`src/rtl/register_tree_feeder.sv`:
```
// register_tree_feeder
//
// Stream front-end for a register_tree priority queue. Keys arrive on a
// valid/ready input stream. For every accepted key the feeder captures the
// current tree top (the item about to be evicted), issues a single-cycle
// replace pulse carrying the new key, and then waits out the tree's settle
// interval before accepting another key. The captured item is returned on a
// one-entry valid/ready output stream.
//
// Ports:
//   CLK            clock, all state on the rising edge
//   RST            asynchronous active-high reset
//   i_in_valid     input key valid
//   o_in_ready     feeder can accept a key (combinational)
//   i_in_data      input key
//   o_out_valid    evicted key valid
//   i_out_ready    downstream accepts the evicted key
//   o_out_data     evicted key
//   o_replace      to tree i_replace, single-cycle pulse
//   o_replace_data to tree i_data, holds the last accepted key
//   i_top_data     from tree o_data (current maximum)
//   o_busy         high while a replace/settle sequence is in progress
//   o_evict_count  number of completed output handshakes (wraps)
module register_tree_feeder #(
    parameter int DATA_WIDTH    = 32,
    parameter int SETTLE_CYCLES = 3,
    parameter int COUNT_WIDTH   = 16
) (
    input  logic                   CLK,
    input  logic                   RST,
    input  logic                   i_in_valid,
    output logic                   o_in_ready,
    input  logic [DATA_WIDTH-1:0]  i_in_data,
    output logic                   o_out_valid,
    input  logic                   i_out_ready,
    output logic [DATA_WIDTH-1:0]  o_out_data,
    output logic                   o_replace,
    output logic [DATA_WIDTH-1:0]  o_replace_data,
    input  logic [DATA_WIDTH-1:0]  i_top_data,
    output logic                   o_busy,
    output logic [COUNT_WIDTH-1:0] o_evict_count
);

    // The settle counter only has to hold SETTLE_CYCLES-1.
    localparam int CNT_W = (SETTLE_CYCLES > 1) ? $clog2(SETTLE_CYCLES) : 1;
    localparam logic [CNT_W-1:0] SETTLE_LOAD = CNT_W'(SETTLE_CYCLES - 1);

    typedef enum logic [1:0] {
        IDLE    = 2'd0,
        REPLACE = 2'd1,
        SETTLE  = 2'd2
    } state_t;

    state_t                  state_reg, state_next;
    logic [CNT_W-1:0]        settle_cnt_reg, settle_cnt_next;
    logic                    out_valid_reg;
    logic [DATA_WIDTH-1:0]   out_data_reg;
    logic [DATA_WIDTH-1:0]   replace_data_reg;
    logic [COUNT_WIDTH-1:0]  evict_count_reg;

    logic in_fire;
    logic out_fire;

    // A key may only be taken when the single output slot is free or is
    // being drained on this same edge; otherwise the eviction would be lost.
    assign o_in_ready = (state_reg == IDLE) && (!out_valid_reg || i_out_ready);
    assign in_fire    = i_in_valid && o_in_ready;
    assign out_fire   = out_valid_reg && i_out_ready;

    // Decoded straight from the state register so the pulse vanishes the
    // moment reset is asserted and can never be stretched.
    assign o_replace      = (state_reg == REPLACE);
    assign o_busy         = (state_reg != IDLE);
    assign o_out_valid    = out_valid_reg;
    assign o_out_data     = out_data_reg;
    assign o_replace_data = replace_data_reg;
    assign o_evict_count  = evict_count_reg;

    // Next-state logic
    always_comb begin
        state_next      = state_reg;
        settle_cnt_next = settle_cnt_reg;
        case (state_reg)
            IDLE: begin
                if (in_fire) begin
                    state_next = REPLACE;
                end
            end
            REPLACE: begin
                state_next      = SETTLE;
                settle_cnt_next = SETTLE_LOAD;
            end
            SETTLE: begin
                if (settle_cnt_reg == '0) begin
                    state_next = IDLE;
                end else begin
                    settle_cnt_next = settle_cnt_reg - CNT_W'(1);
                end
            end
            default: begin
                state_next = IDLE;
            end
        endcase
    end

    // State register
    always_ff @(posedge CLK or posedge RST) begin
        if (RST) begin
            state_reg      <= IDLE;
            settle_cnt_reg <= '0;
        end else begin
            state_reg      <= state_next;
            settle_cnt_reg <= settle_cnt_next;
        end
    end

    // Data path: key capture, output buffer and eviction counter.
    // The tree top is sampled only on the accepting edge, when the tree is
    // known to be settled.
    always_ff @(posedge CLK or posedge RST) begin
        if (RST) begin
            replace_data_reg <= '0;
            out_valid_reg    <= 1'b0;
            out_data_reg     <= '0;
            evict_count_reg  <= '0;
        end else begin
            if (in_fire) begin
                replace_data_reg <= i_in_data;
                out_data_reg     <= i_top_data;
            end

            // A reload on the same edge as a drain keeps the slot full.
            if (in_fire) begin
                out_valid_reg <= 1'b1;
            end else if (out_fire) begin
                out_valid_reg <= 1'b0;
            end

            if (out_fire) begin
                evict_count_reg <= evict_count_reg + COUNT_WIDTH'(1);
            end
        end
    end

endmodule

```
`config.mk`:
```
export PLATFORM = sky130hd
export DESIGN_NAME = register_tree_feeder
export DESIGN_NICKNAME = d
export VERILOG_FILES = /design/src/rtl/register_tree_feeder.sv
export SDC_FILE = /design/constraint.sdc
export NUM_CORES = 1
export LEC_CHECK = 0
export ABC_CLOCK_PERIOD_IN_PS = 2700
export CORE_ASPECT_RATIO = 1.2
export CORE_UTILIZATION = 38
export DETAILED_ROUTE_END_ITERATION = 16
export GPL_TIMING_DRIVEN = 0
export PLACE_DENSITY = 0.76
export SLEW_MARGIN = 40
export SYNTH_ARGS = -nofsm -noshare
export SYNTH_HDL_FRONTEND = slang
export SYNTH_SLANG_ARGS = --single-unit
```
`constraint.sdc`:
```
create_clock -name CLK -period 2.7 [get_ports CLK]
set_input_delay 0.405 -clock CLK [delete_from_list [all_inputs] [get_ports CLK]]
set_output_delay 0.405 -clock CLK [all_outputs]
set_load 0.005 [all_outputs]
```
==> summary.md <==
- diodes inserted: 0
- worst hold-check slack: 0.462 ns
- worst-path maximum fanout: 5
- die span in y: 107 um
- first-pass iteration count of the detailed router: 4
- M3 GR Usage: 6.08%
- cell area reported after detailed placement: 5160 um2
- Synth area leaders: sky130_fd_sc_hd__dfrtp_1 61%, sky130_fd_sc_hd__mux2_4 16%, sky130_fd_sc_hd__mux2_2 8.7%
- cells traversed along the worst timing path: or2_4 > nor2_4 > clkdlybuf4s50_1
- root buffer cell: sky130_fd_sc_hd__clkbuf_8
- RSZ-0062 raised after global routing: no
- Hold Path Class: in2async
- CTS sink cnt: 85
- leakage power summed over all cells: 2.39 nW
- actual transition at the worst max-transition pin: 0.417 ns
- synthesis warning total: 0
- total buffers and inverters traversed by the critical path: 1
- first-pass GRT wire length: 11,800 um
- cell depth of the worst setup path: 3
- number of antenna violations at the first check in global routing: 0
- Cell Count, Final, Fillers Out: 508
- largest net degree at the start of global routing: 45
- die width: 89.4 um
- footprint of the flip-flops and latches: 2130 um2
- cells after synthesis: 223
- simple-gate share of the synthesized area: 5.50%
- vias in the first global route: 2,428
- setup TNS: 0 ns
- CTS tree: done
- clock latency of the later-clocked register in the worst-skew pair: 0.33 ns
- standard cell with the maximum stage delay on the critical path: sky130_fd_sc_hd__clkdlybuf4s50_1
- largest family of logic cells by synthesized area: multiplexers
- Iteration-0 DRC Markers: 88
- count of hold-fix buffers inserted at cts: 0
- Residual DRC: 0
- kind of launch point of the worst setup path: flip-flop
- post-synthesis to final-layout area growth: 53.7%
- Tot GR Track Use: 16.5%
- count of endpoints failing hold in the final timing report: 0
- number of distinct standard cells referenced by the synthesized netlist: 29
- number of buffer cells added on primary ports: 151
- final count of pins violating max slew: 0
- worst-case clock skew: 0.00734 ns
- FP Rows: 37
- Layout Nets: 456
- CORE AREA: 8750 um2
- average vias per placed instance: 4.62
- Final Routed Wirelength: 7660 um
- routed length per instance: 15.1 um
- number of buffers inserted to repair setup after CTS: 0
- HPWL reported at the end of detailed placement: 5650 um
- share of final-layout standard cells stronger than drive strength 1: 24.0%
- class of the most critical setup path: reg2out
- Post-Syn Nets: 293
- worst slew margin relative to its limit: 72.2%
- detailed-route via count: 2,349
- total number of H-tree levels: 3
- Synth Area in Compound Gates: 1.08%
- Cell Count Post-Placement: 492
- cell family with the largest share of critical-path delay: buffers and inverters
- routing usage on met1: 20.1%
- area of the mapped netlist: 3480 um2
- run status: complete, no violations
- Setup violations, final: 0
- kind of end point of the critical path: output port
- number of fillers in the final layout: 676
- buffer depth of the longest clock path: 2
- die outline area: 9550 um2
- Inserted Clock Buffers: 9
- mean cell area of the mapped netlist: 15.6 um2
- biggest cell delay along the critical path: 0.51 ns
- Max Cap Viol: 0
- flip-flop and latch count after synthesis: 85
- met2 track utilization from global routing: 27.6%
- Worst VDD drop: 529 uV
- multi-input gate area in the final layout: 1260 um2
- Yosys top cell area share: 61.1%
- I/O pin count: 152
- Post-CTS Resized: 0
- final RePlAce weighted congestion: 0.733
- cell count of the worst reg-to-reg path: 6
- clk slew on worst S/H paths: 0.08 ns
- Synth area leader: sky130_fd_sc_hd__dfrtp_1
- final cycle utilization of the critical path: 76.5%
- power density over the cells: 1040 nW/um2
- starting density of the core: 39.8%
- final worst path period need: 2.06 ns
- share of cell area taken by muxes after synthesis: 25.1%
- maximum clock frequency: 484 MHz
- antenna violation net count after detailed routing: 0
- arithmetic-cell share of the synthesized area counting full adders, half adders and majority gates: 0.719%
- remaining global-route overflow: 0
- final standard cell area without fillers: 5350 um2
- Top Usage Layer GRT: met2
- area share of xor/xnor cells in the synthesized design: 3.77%
- portion of the post-synthesis area used by sequential elements: 61.1%
- required arrival time at the worst endpoint: 2.30 ns
- Crit path arrival time: 1.66 ns
[routing by layer]
| layer | wire (um) | vias to the layer above |
|---|---|---|
| met4 | 16 | 0 |
| li1 | - | 1089 |
| met2 | 3920 | 96 |
| met3 | 551 | 2 |
| met1 | 3170 | 1162 |
| met5 | 0 | - |
[cells in the mapped netlist]
cell and instances:
sky130_fd_sc_hd__a21oi_1 1, sky130_fd_sc_hd__and2_1 1, sky130_fd_sc_hd__nand2_2 1, sky130_fd_sc_hd__nor2b_1 2
sky130_fd_sc_hd__nor3_1 2, sky130_fd_sc_hd__mux2_2 27, sky130_fd_sc_hd__dfrtp_1 85, sky130_fd_sc_hd__nand3_1 5
sky130_fd_sc_hd__nand4_1 4, sky130_fd_sc_hd__o22ai_1 1, sky130_fd_sc_hd__a2bb2oi_1 1, sky130_fd_sc_hd__xor2_1 6
sky130_fd_sc_hd__and4_1 1, sky130_fd_sc_hd__xnor2_1 9, sky130_fd_sc_hd__nand2_1 7, sky130_fd_sc_hd__buf_6 5
sky130_fd_sc_hd__mux2_4 38, sky130_fd_sc_hd__or3_1 1, sky130_fd_sc_hd__nand2b_1 1, sky130_fd_sc_hd__o21ai_0 2
sky130_fd_sc_hd__nor2_4 1, sky130_fd_sc_hd__inv_1 6, sky130_fd_sc_hd__a21o_1 1, sky130_fd_sc_hd__buf_2 3
sky130_fd_sc_hd__or2_2 1, sky130_fd_sc_hd__nor2_1 7, sky130_fd_sc_hd__or2_4 1, sky130_fd_sc_hd__ha_1 2
sky130_fd_sc_hd__and3_1 1
[power by group]
part,switching [W],internal [W]
registers,0.000342,0.00184
clock network,0.000445,0.000389
logic,0.000749,0.00182
[kinds of logic (layout without fill, tap and decap cells)]
| group | after synthesis | in the layout |
|---|---|---|
| AO/OA/AOI/OAI | 6 | 6 |
| adder cells (fa/ha/maj) | 2 | 2 |
| XOR/XNOR | 15 | 15 |
| multiplexers | 65 | 65 |
| flip-flops | 85 | 85 |
| AND/OR/NAND/NOR | 36 | 36 |
| buffers and inverters | 14 | 182 |
[path summary, 6_finish.rpt]
| check | start | to | slack (ns) |
|---|---|---|---|
| max in group asynchronous | RST | o_out_data[15] | 1.69 |
| worst min-delay path | RST | o_evict_count[10] | 0.46 |
| worst max-delay path | state_reg[0] | o_in_ready | 0.64 |
| min in group CLK | o_evict_count[15] | o_evict_count[15] | 0.47 |
| worst max register to register | o_out_valid | o_replace_data[23] | 1.03 |
| worst min register to register | o_evict_count[15] | o_evict_count[15] | 0.47 |
[layout make-up]
| cell class | count | area share [%] |
|---|---|---|
| well taps | 117 | 2.74 |
| plain buffers | 8 | 1.33 |
| repair buffers | 152 | 28.6 |
| multi-input cells | 124 | 23.5 |
| clock inverters | 4 | 0.608 |
| clock buffers | 12 | 2.90 |
| flip-flops and latches | 85 | 39.7 |
| inverters | 6 | 0.514 |
[placed cells by master, fill, tap and decap left out, drive strengths merged, types with 2 or more instances in the layout]
master	instances
mux2	65
ha	2
inv	6
o21ai	2
clkdlybuf4s50	151
buf	9
clkbuf	12
xor2	6
clkinv	2
dfrtp	85
nand2	8
nand4	4
clkinvlp	2
xnor2	9
nor2b	2
nor2	8
nand3	5
or2	2
nor3	2
[stage by stage]
step | utilization, % | power (W) | setup slack (ns)
after global placement | 58.7 | 0.00470 | -1.21
after global routing | 61.2 | 0.00594 | 0.535
after detailed placement | 59.0 | 0.00480 | 0.584
after floorplan | - | 0.00333 | 0.102
after CTS | 61.2 | 0.00566 | 0.605
final | 61.2 | 0.00558 | 0.635
No activity file was read; power rests on OpenSTA's default activity.
